<file path="config.mk">
export PLATFORM = sky130hd
export DESIGN_NAME = sar_seq_ctrl
export DESIGN_NICKNAME = d
export VERILOG_FILES = /design/src/rtl/sar_seq_ctrl.sv
export SDC_FILE = /design/constraint.sdc
export NUM_CORES = 1
export LEC_CHECK = 0
export ABC_AREA = 1
export CORE_UTILIZATION = 50
export CTS_CLUSTER_SIZE = 24
export DETAILED_ROUTE_END_ITERATION = 12
export GPL_ROUTABILITY_DRIVEN = 0
export HOLD_SLACK_MARGIN = 0.02
export MAX_ROUTING_LAYER = met4
export PLACE_DENSITY_LB_ADDON = 0.15
export SLEW_MARGIN = 20
export SYNTH_ARGS = -nofsm -noshare
export SYNTH_HDL_FRONTEND = slang
export SYNTH_SLANG_ARGS = --single-unit
</file>
<file path="constraint.sdc">
create_clock -name clk -period 1.85 [get_ports clk]
set_input_delay 0.4625 -clock clk [delete_from_list [all_inputs] [get_ports clk]]
set_output_delay 0.4625 -clock clk [all_outputs]
set_load 0.05 [all_outputs]
</file>
<file path="src/rtl/sar_seq_ctrl.sv">
// -----------------------------------------------------------------------------
// sar_seq_ctrl
//
// Multi-channel SAR ADC sequencer. Walks the enabled channels in ascending
// order. For each channel it:
//   - drives the analog mux and holds the sample/hold in track mode;
//   - runs a SIZE-bit successive-approximation search against the comparator;
//   - optionally averages 2^avg_log2 conversions.
// Each averaged result is presented on a valid/ready port together with its
// channel tag.
//
// Ports
//   clk         clock, all state changes on the rising edge
//   reset_n     asynchronous active-low reset
//   start       start a scan (only honoured while idle)
//   continuous  1: rescan after the last channel, 0: single scan
//   ch_mask     channel enables, latched at scan start / rescan
//   avg_log2    averaging exponent n (2^n samples), latched with ch_mask
//   cmp         comparator result, 1 = Vin >= DAC
//   dac_out     trial code to the DAC
//   dac_outn    inverted trial code for an active-low DAC
//   clkn        inverted clock for a clocked comparator
//   ch_sel      analog mux select
//   sample      S/H track enable
//   busy        controller is not idle
//   res_valid   result available
//   res_ready   consumer accepts the result
//   res_data    averaged conversion result
//   res_ch      channel that res_data belongs to
//   scan_done   one-cycle pulse after the last result of a scan is accepted
// -----------------------------------------------------------------------------
module sar_seq_ctrl #(
    parameter int SIZE       = 8,
    parameter int NCH        = 4,
    parameter int CHW        = 2,
    parameter int SAMPLE_CYC = 2
) (
    input  logic            clk,
    input  logic            reset_n,
    input  logic            start,
    input  logic            continuous,
    input  logic [NCH-1:0]  ch_mask,
    input  logic [1:0]      avg_log2,
    input  logic            cmp,
    output logic [SIZE-1:0] dac_out,
    output logic [SIZE-1:0] dac_outn,
    output logic            clkn,
    output logic [CHW-1:0]  ch_sel,
    output logic            sample,
    output logic            busy,
    output logic            res_valid,
    input  logic            res_ready,
    output logic [SIZE-1:0] res_data,
    output logic [CHW-1:0]  res_ch,
    output logic            scan_done
);

    localparam int BW = (SIZE > 1) ? $clog2(SIZE) : 1;
    localparam int SW = (SAMPLE_CYC > 1) ? $clog2(SAMPLE_CYC) : 1;
    // Eight full-scale codes are the worst case, so three guard bits suffice.
    localparam int AW = SIZE + 3;
    localparam logic [SIZE-1:0] MID = {1'b1, {(SIZE-1){1'b0}}};

    typedef enum logic [2:0] {
        ST_IDLE,
        ST_SAMPLE,
        ST_CONV,
        ST_ACC,
        ST_OUT
    } state_t;

    state_t          state;
    logic [NCH-1:0]  mask_q;
    logic [1:0]      avg_q;
    logic [SW-1:0]   smp_cnt;
    logic [BW-1:0]   bit_idx;
    logic [3:0]      conv_cnt;
    logic [AW-1:0]   acc;

    logic [SIZE-1:0] dac_trial;
    logic [AW-1:0]   acc_sum;
    logic [3:0]      cnt_inc;
    logic [CHW:0]    nxt;

    // Lowest set bit of the mask; zero when the mask is empty.
    function automatic logic [CHW-1:0] lowest_ch(input logic [NCH-1:0] m);
        logic [CHW-1:0] r;
        r = '0;
        for (int i = NCH - 1; i >= 0; i--) begin
            if (m[i]) r = CHW'(i);
        end
        return r;
    endfunction

    // Next enabled channel strictly above cur, returned as {found, index}.
    function automatic logic [CHW:0] next_ch(input logic [NCH-1:0] m,
                                             input logic [CHW-1:0] cur);
        logic [CHW:0] r;
        r = '0;
        for (int i = NCH - 1; i >= 0; i--) begin
            if (m[i] && (i > int'(cur))) r = {1'b1, CHW'(i)};
        end
        return r;
    endfunction

    // Average by shifting out the sample-count exponent; fraction is dropped.
    function automatic logic [SIZE-1:0] avg_trunc(input logic [AW-1:0] sum,
                                                  input logic [1:0]    n);
        logic [AW-1:0] q;
        q = sum >> n;
        return q[SIZE-1:0];
    endfunction

    // One binary-search step: drop the bit under test if the input is below
    // the trial level, then raise the next lower bit as the new trial.
    always_comb begin
        dac_trial = dac_out;
        if (!cmp) dac_trial[bit_idx] = 1'b0;
        if (bit_idx != '0) dac_trial[bit_idx - BW'(1)] = 1'b1;
    end

    assign acc_sum  = acc + AW'(dac_out);
    assign cnt_inc  = conv_cnt + 4'd1;
    assign nxt      = next_ch(mask_q, ch_sel);
    assign dac_outn = ~dac_out;
    assign clkn     = ~clk;

    always_ff @(posedge clk or negedge reset_n) begin
        if (!reset_n) begin
            state     <= ST_IDLE;
            mask_q    <= '0;
            avg_q     <= '0;
            ch_sel    <= '0;
            smp_cnt   <= '0;
            bit_idx   <= '0;
            conv_cnt  <= '0;
            acc       <= '0;
            dac_out   <= MID;
            sample    <= 1'b0;
            busy      <= 1'b0;
            res_valid <= 1'b0;
            res_data  <= '0;
            res_ch    <= '0;
            scan_done <= 1'b0;
        end else begin
            scan_done <= 1'b0;
            case (state)
                // Idle: wait for a start with at least one channel enabled
                ST_IDLE: begin
                    if (start && (ch_mask != '0)) begin
                        mask_q   <= ch_mask;
                        avg_q    <= avg_log2;
                        ch_sel   <= lowest_ch(ch_mask);
                        acc      <= '0;
                        conv_cnt <= '0;
                        smp_cnt  <= '0;
                        dac_out  <= MID;
                        sample   <= 1'b1;
                        busy     <= 1'b1;
                        state    <= ST_SAMPLE;
                    end
                end

                // Track: S/H follows the input for SAMPLE_CYC cycles
                ST_SAMPLE: begin
                    if (smp_cnt == SW'(SAMPLE_CYC - 1)) begin
                        sample  <= 1'b0;
                        bit_idx <= BW'(SIZE - 1);
                        state   <= ST_CONV;
                    end else begin
                        smp_cnt <= smp_cnt + SW'(1);
                    end
                end

                // Convert: one comparator decision per cycle, MSB first
                ST_CONV: begin
                    dac_out <= dac_trial;
                    if (bit_idx == '0) begin
                        state <= ST_ACC;
                    end else begin
                        bit_idx <= bit_idx - BW'(1);
                    end
                end

                // Accumulate: either take another sample or publish the mean
                ST_ACC: begin
                    acc      <= acc_sum;
                    conv_cnt <= cnt_inc;
                    if (cnt_inc == (4'd1 << avg_q)) begin
                        res_data  <= avg_trunc(acc_sum, avg_q);
                        res_ch    <= ch_sel;
                        res_valid <= 1'b1;
                        state     <= ST_OUT;
                    end else begin
                        smp_cnt <= '0;
                        dac_out <= MID;
                        sample  <= 1'b1;
                        state   <= ST_SAMPLE;
                    end
                end

                // Output: hold the result until the consumer takes it
                ST_OUT: begin
                    if (res_ready) begin
                        res_valid <= 1'b0;
                        acc       <= '0;
                        conv_cnt  <= '0;
                        smp_cnt   <= '0;
                        dac_out   <= MID;
                        if (nxt[CHW]) begin
                            ch_sel <= nxt[CHW-1:0];
                            sample <= 1'b1;
                            state  <= ST_SAMPLE;
                        end else begin
                            scan_done <= 1'b1;
                            // continuous and the mask are only looked at here,
                            // so a mid-scan change takes effect on the next scan.
                            if (continuous && (ch_mask != '0)) begin
                                mask_q <= ch_mask;
                                avg_q  <= avg_log2;
                                ch_sel <= lowest_ch(ch_mask);
                                sample <= 1'b1;
                                state  <= ST_SAMPLE;
                            end else begin
                                busy  <= 1'b0;
                                state <= ST_IDLE;
                            end
                        end
                    end
                end

                default: begin
                    state <= ST_IDLE;
                end
            endcase
        end
    end

endmodule

</file>
==> key figures <==
Outcome
  • Status: finished with violations
  • Violated checks: setup timing

Clocking
  • H-tree depth: 2
  • CTS Root Cell: clkbuf_8
  • CTS tree: built
  • Clock latency on the worst-skew pair: 0.46 ns
  • Bufs on Longest Clock Path: 2
  • Total CTS buffers: 5
  • Clock-pin slew on the worst setup and hold paths: 0.14 ns

STA
  • Fin. Hold Viols: 0
  • Setup clock skew after layout: 0.170 ns
  • Slew headroom: 0.699
  • Period utilization: 1.02
  • Highest clock rate: 0.529 GHz
  • Final setup viols: 5
  • RSZ-0062 raised after global routing: yes
  • PnR worst setup slack: -0.0391 ns
  • Fin crit period: 1.89 ns
  • Max Slew Vio Count: 0
  • Worst Tran Pin Value: 0.449 ns

Cells and area
  • Nets: 561
  • Fill count: 533
  • Fraction of layout cells with a size suffix above 1: 0.277
  • Final std cells w/o fill: 615
  • Ant diodes: 0
  • Area Overhead vs Synth: 35.3%
  • Final core occ: 0.698

Synthesis
  • Syn Inst Count: 451
  • Top-count cell post-synth: nand2_1
  • Syn Nets: 475
  • Synth Register Bits: 51
  • Netlist cell types: 43
  • Post-synth top cells: 159 x nand2_1, 58 x inv_1, 50 x dfrtp_1
  • Post-synth top area cell: dfrtp_1
  • Primary FF master, synth: dfrtp_1
  • Post-synth EDFFs: 0
  • Top cell type's share of synthesized area: 0.384
  • Syn_area_per_cell: 7.22 um2
  • Synthesized cell area: 3260 um2
  • Synth top area cells: dfrtp_1 38%, nand2_1 18%, inv_1 6.7%
  • Yosys warns: 0
  • Synth async-reset ratio: 1.00
  • Sequential fraction of the synthesis area: 0.392

Global route
  • Pin count of the biggest net entering global routing: 35
  • Total GRT Usage: 0.274
  • Gr ovfl total: 0
  • Number of antenna violations at the first check in global routing: 0
  • First-pass GRT wire length: 13600 um
  • Vias in the first global route: 3028

Place
  • Number of port buffers: 44
  • Placed cells: 601
  • Final HPWL DP: 6390 um

Routing
  • DR pass1 iterations: 4
  • Initial DRC count: 178
  • WL per Instance: 13.9 um
  • Via density per instance: 5.31
  • Remaining antenna violation count: 0
  • Post-Route WL: 8570 um
  • # DRC: 0
  • Vias: 3265

Critical path
  • Reg2reg path depth: 13
  • Worst reg2reg setup slack: -0.04 ns
  • Setup CP Type: reg2reg
  • Worst Path Max Fanout: 3
  • Worst EP required: 2.10 ns
  • R2R Path End: res_data[2]
  • Worst Path Arrival: 2.14 ns
  • Type of origin of the critical path: flip-flop
  • Worst R2R Start: acc[0]
  • Crit end category: flip-flop

Die
  • Core ar.: 6310 um2
  • Effective utilization at floorplan: 0.516
  • I/O pin count: 45
  • Chip Width: 82.7 um
  • Die height: 82.7 um
  • Total Die Area: 6840 um2
  • # rows: 29

Power and ir drop
  • Pwr dens: 1850 nW/um2
  • Peak supply drop: 1.17 mV
  • Leakage power: 2.29 nW

Flow run
  • Max-Cap Viols: 0

Hold path
  • Worst hold path class: in2async
==> placed cells by master, fill, tap and decap left out, drive strengths merged, types with 2 or more instances in the layout <==
| cell type | instances |
|---|---|
| a21oi | 10 |
| a22o | 2 |
| a22oi | 2 |
| a32o | 3 |
| buf | 74 |
| clkbuf | 5 |
| clkdlybuf4s50 | 10 |
| clkinv | 4 |
| dfrtp | 50 |
| ha | 11 |
| inv | 63 |
| nand2 | 161 |
| nand3 | 39 |
| nand3b | 2 |
| nand4 | 5 |
| nor2 | 26 |
| nor3 | 2 |
| o21ai | 50 |
| o22ai | 2 |
| o31ai | 2 |
| or2 | 3 |
| xnor2 | 3 |
==> stage by stage <==
step / power (W) / hold WS (ns) / instance area, um2 / setup WS [ns] / TNS (ns)
after global placement: 0.00680 / 0.427 / 4100 / -0.346 / -1.27
after global routing: 0.00881 / 0.511 / 4410 / -0.155 / -1.05
final: 0.00814 / 0.477 / 4410 / -0.0391 / -0.110
after detailed placement: 0.00693 / 0.435 / 4100 / -0.346 / -2.08
after floorplan: 0.00523 / 0.167 / 3310 / -0.0570 / -0.255
after CTS: 0.00792 / 0.482 / 4290 / -0.0446 / -0.151
==> cells by family (layout without fill, tap and decap cells) <==
kind of cell,after synthesis,count (layout),synth area share
AND/OR/NAND/NOR,238,238,0.322
buffers and inverters,71,158,0.0876
multiplexers,1,1,0.00461
flip-flops,51,51,0.392
AO/OA/AOI/OAI,74,74,0.134
XOR/XNOR,4,4,0.0108
adder cells (fa/ha/maj),12,12,0.0484
==> flip-flops by register name (all words and copies together), names as in the netlist <==
register / cells
ch_sel: 2
mask_q: 3
res_data: 8
res_valid: 1
avg_q: 2
dac_out: 8
res_ch: 2
acc: 11
scan_done: 1
busy: 1
bit_idx: 3
smp_cnt: 1
sample: 1
conv_cnt: 4
state: 3
==> area by class of cell <==
| cell class | instances | area, um2 | area share |
|---|---|---|---|
| Clock buffer | 7 | 119 | 0.0270 |
| Clock inverter | 4 | 38.8 | 0.00880 |
| Inverter | 64 | 245 | 0.0556 |
| Multi-Input combinational cell | 329 | 1860 | 0.423 |
| Sequential cell | 51 | 1280 | 0.291 |
| Tap cell | 77 | 96.3 | 0.0219 |
| Timing Repair Buffer | 83 | 761 | 0.173 |
==> routing by layer <==
layer / part of all wire / global-route usage / vias to the layer above / routed length (um)
li1: - / - / 1625 / -
met1: 0.43 / 0.343 / 1534 / 3650
met2: 0.51 / 0.440 / 84 / 4330
met3: 0.043 / 0.0505 / 22 / 368
met4: 0.025 / 0.102 / 0 / 218
met5: 0 / - / - / 0
==> what timing repair did <==
action,in CTS,in global routing
pin swaps,8,3
setup buffers,2,3
hold buffers,1,0
endpoints found under the hold margin,3,0
gates resized for setup,23,24
endpoints found under the setup margin,9,15
==> critical path: stages (launching register included) <==
cell	delay, ns
dfrtp_1	0.43
ha_4	0.18
fa_2	0.34
nand2_2	0.08
inv_2	0.05
nand2_2	0.05
nand2_2	0.06
xnor2_1	0.12
buf_4	0.14
inv_1	0.07
nand2_2	0.07
nand3_1	0.07
nand2_1	0.06
o21ai_2	0.11
==> where the power goes <==
group | total (W) | internal [W] | switching (W)
combinational | 0.00518 | 0.00196 | 0.00321
sequential | 0.00187 | 0.00153 | 0.000334
clock | 0.00109 | 0.000499 | 0.000595
total | 0.00814 | 0.00400 | 0.00414
==> how the worst max path moves through the flow <==
stage | from | to | slack (ns) | depth (start not counted)
after floorplan | dac_out[0] | res_data[7] | -0.06 | 14
after global placement | clk | clkn | -0.35 | 2
after detailed placement | clk | clkn | -0.35 | 2
after CTS | acc[0] | res_data[2] | -0.04 | 13
after global routing | acc[0] | res_data[2] | -0.16 | 13
final | acc[0] | res_data[2] | -0.04 | 13
(Power assumes the default switching activity.)
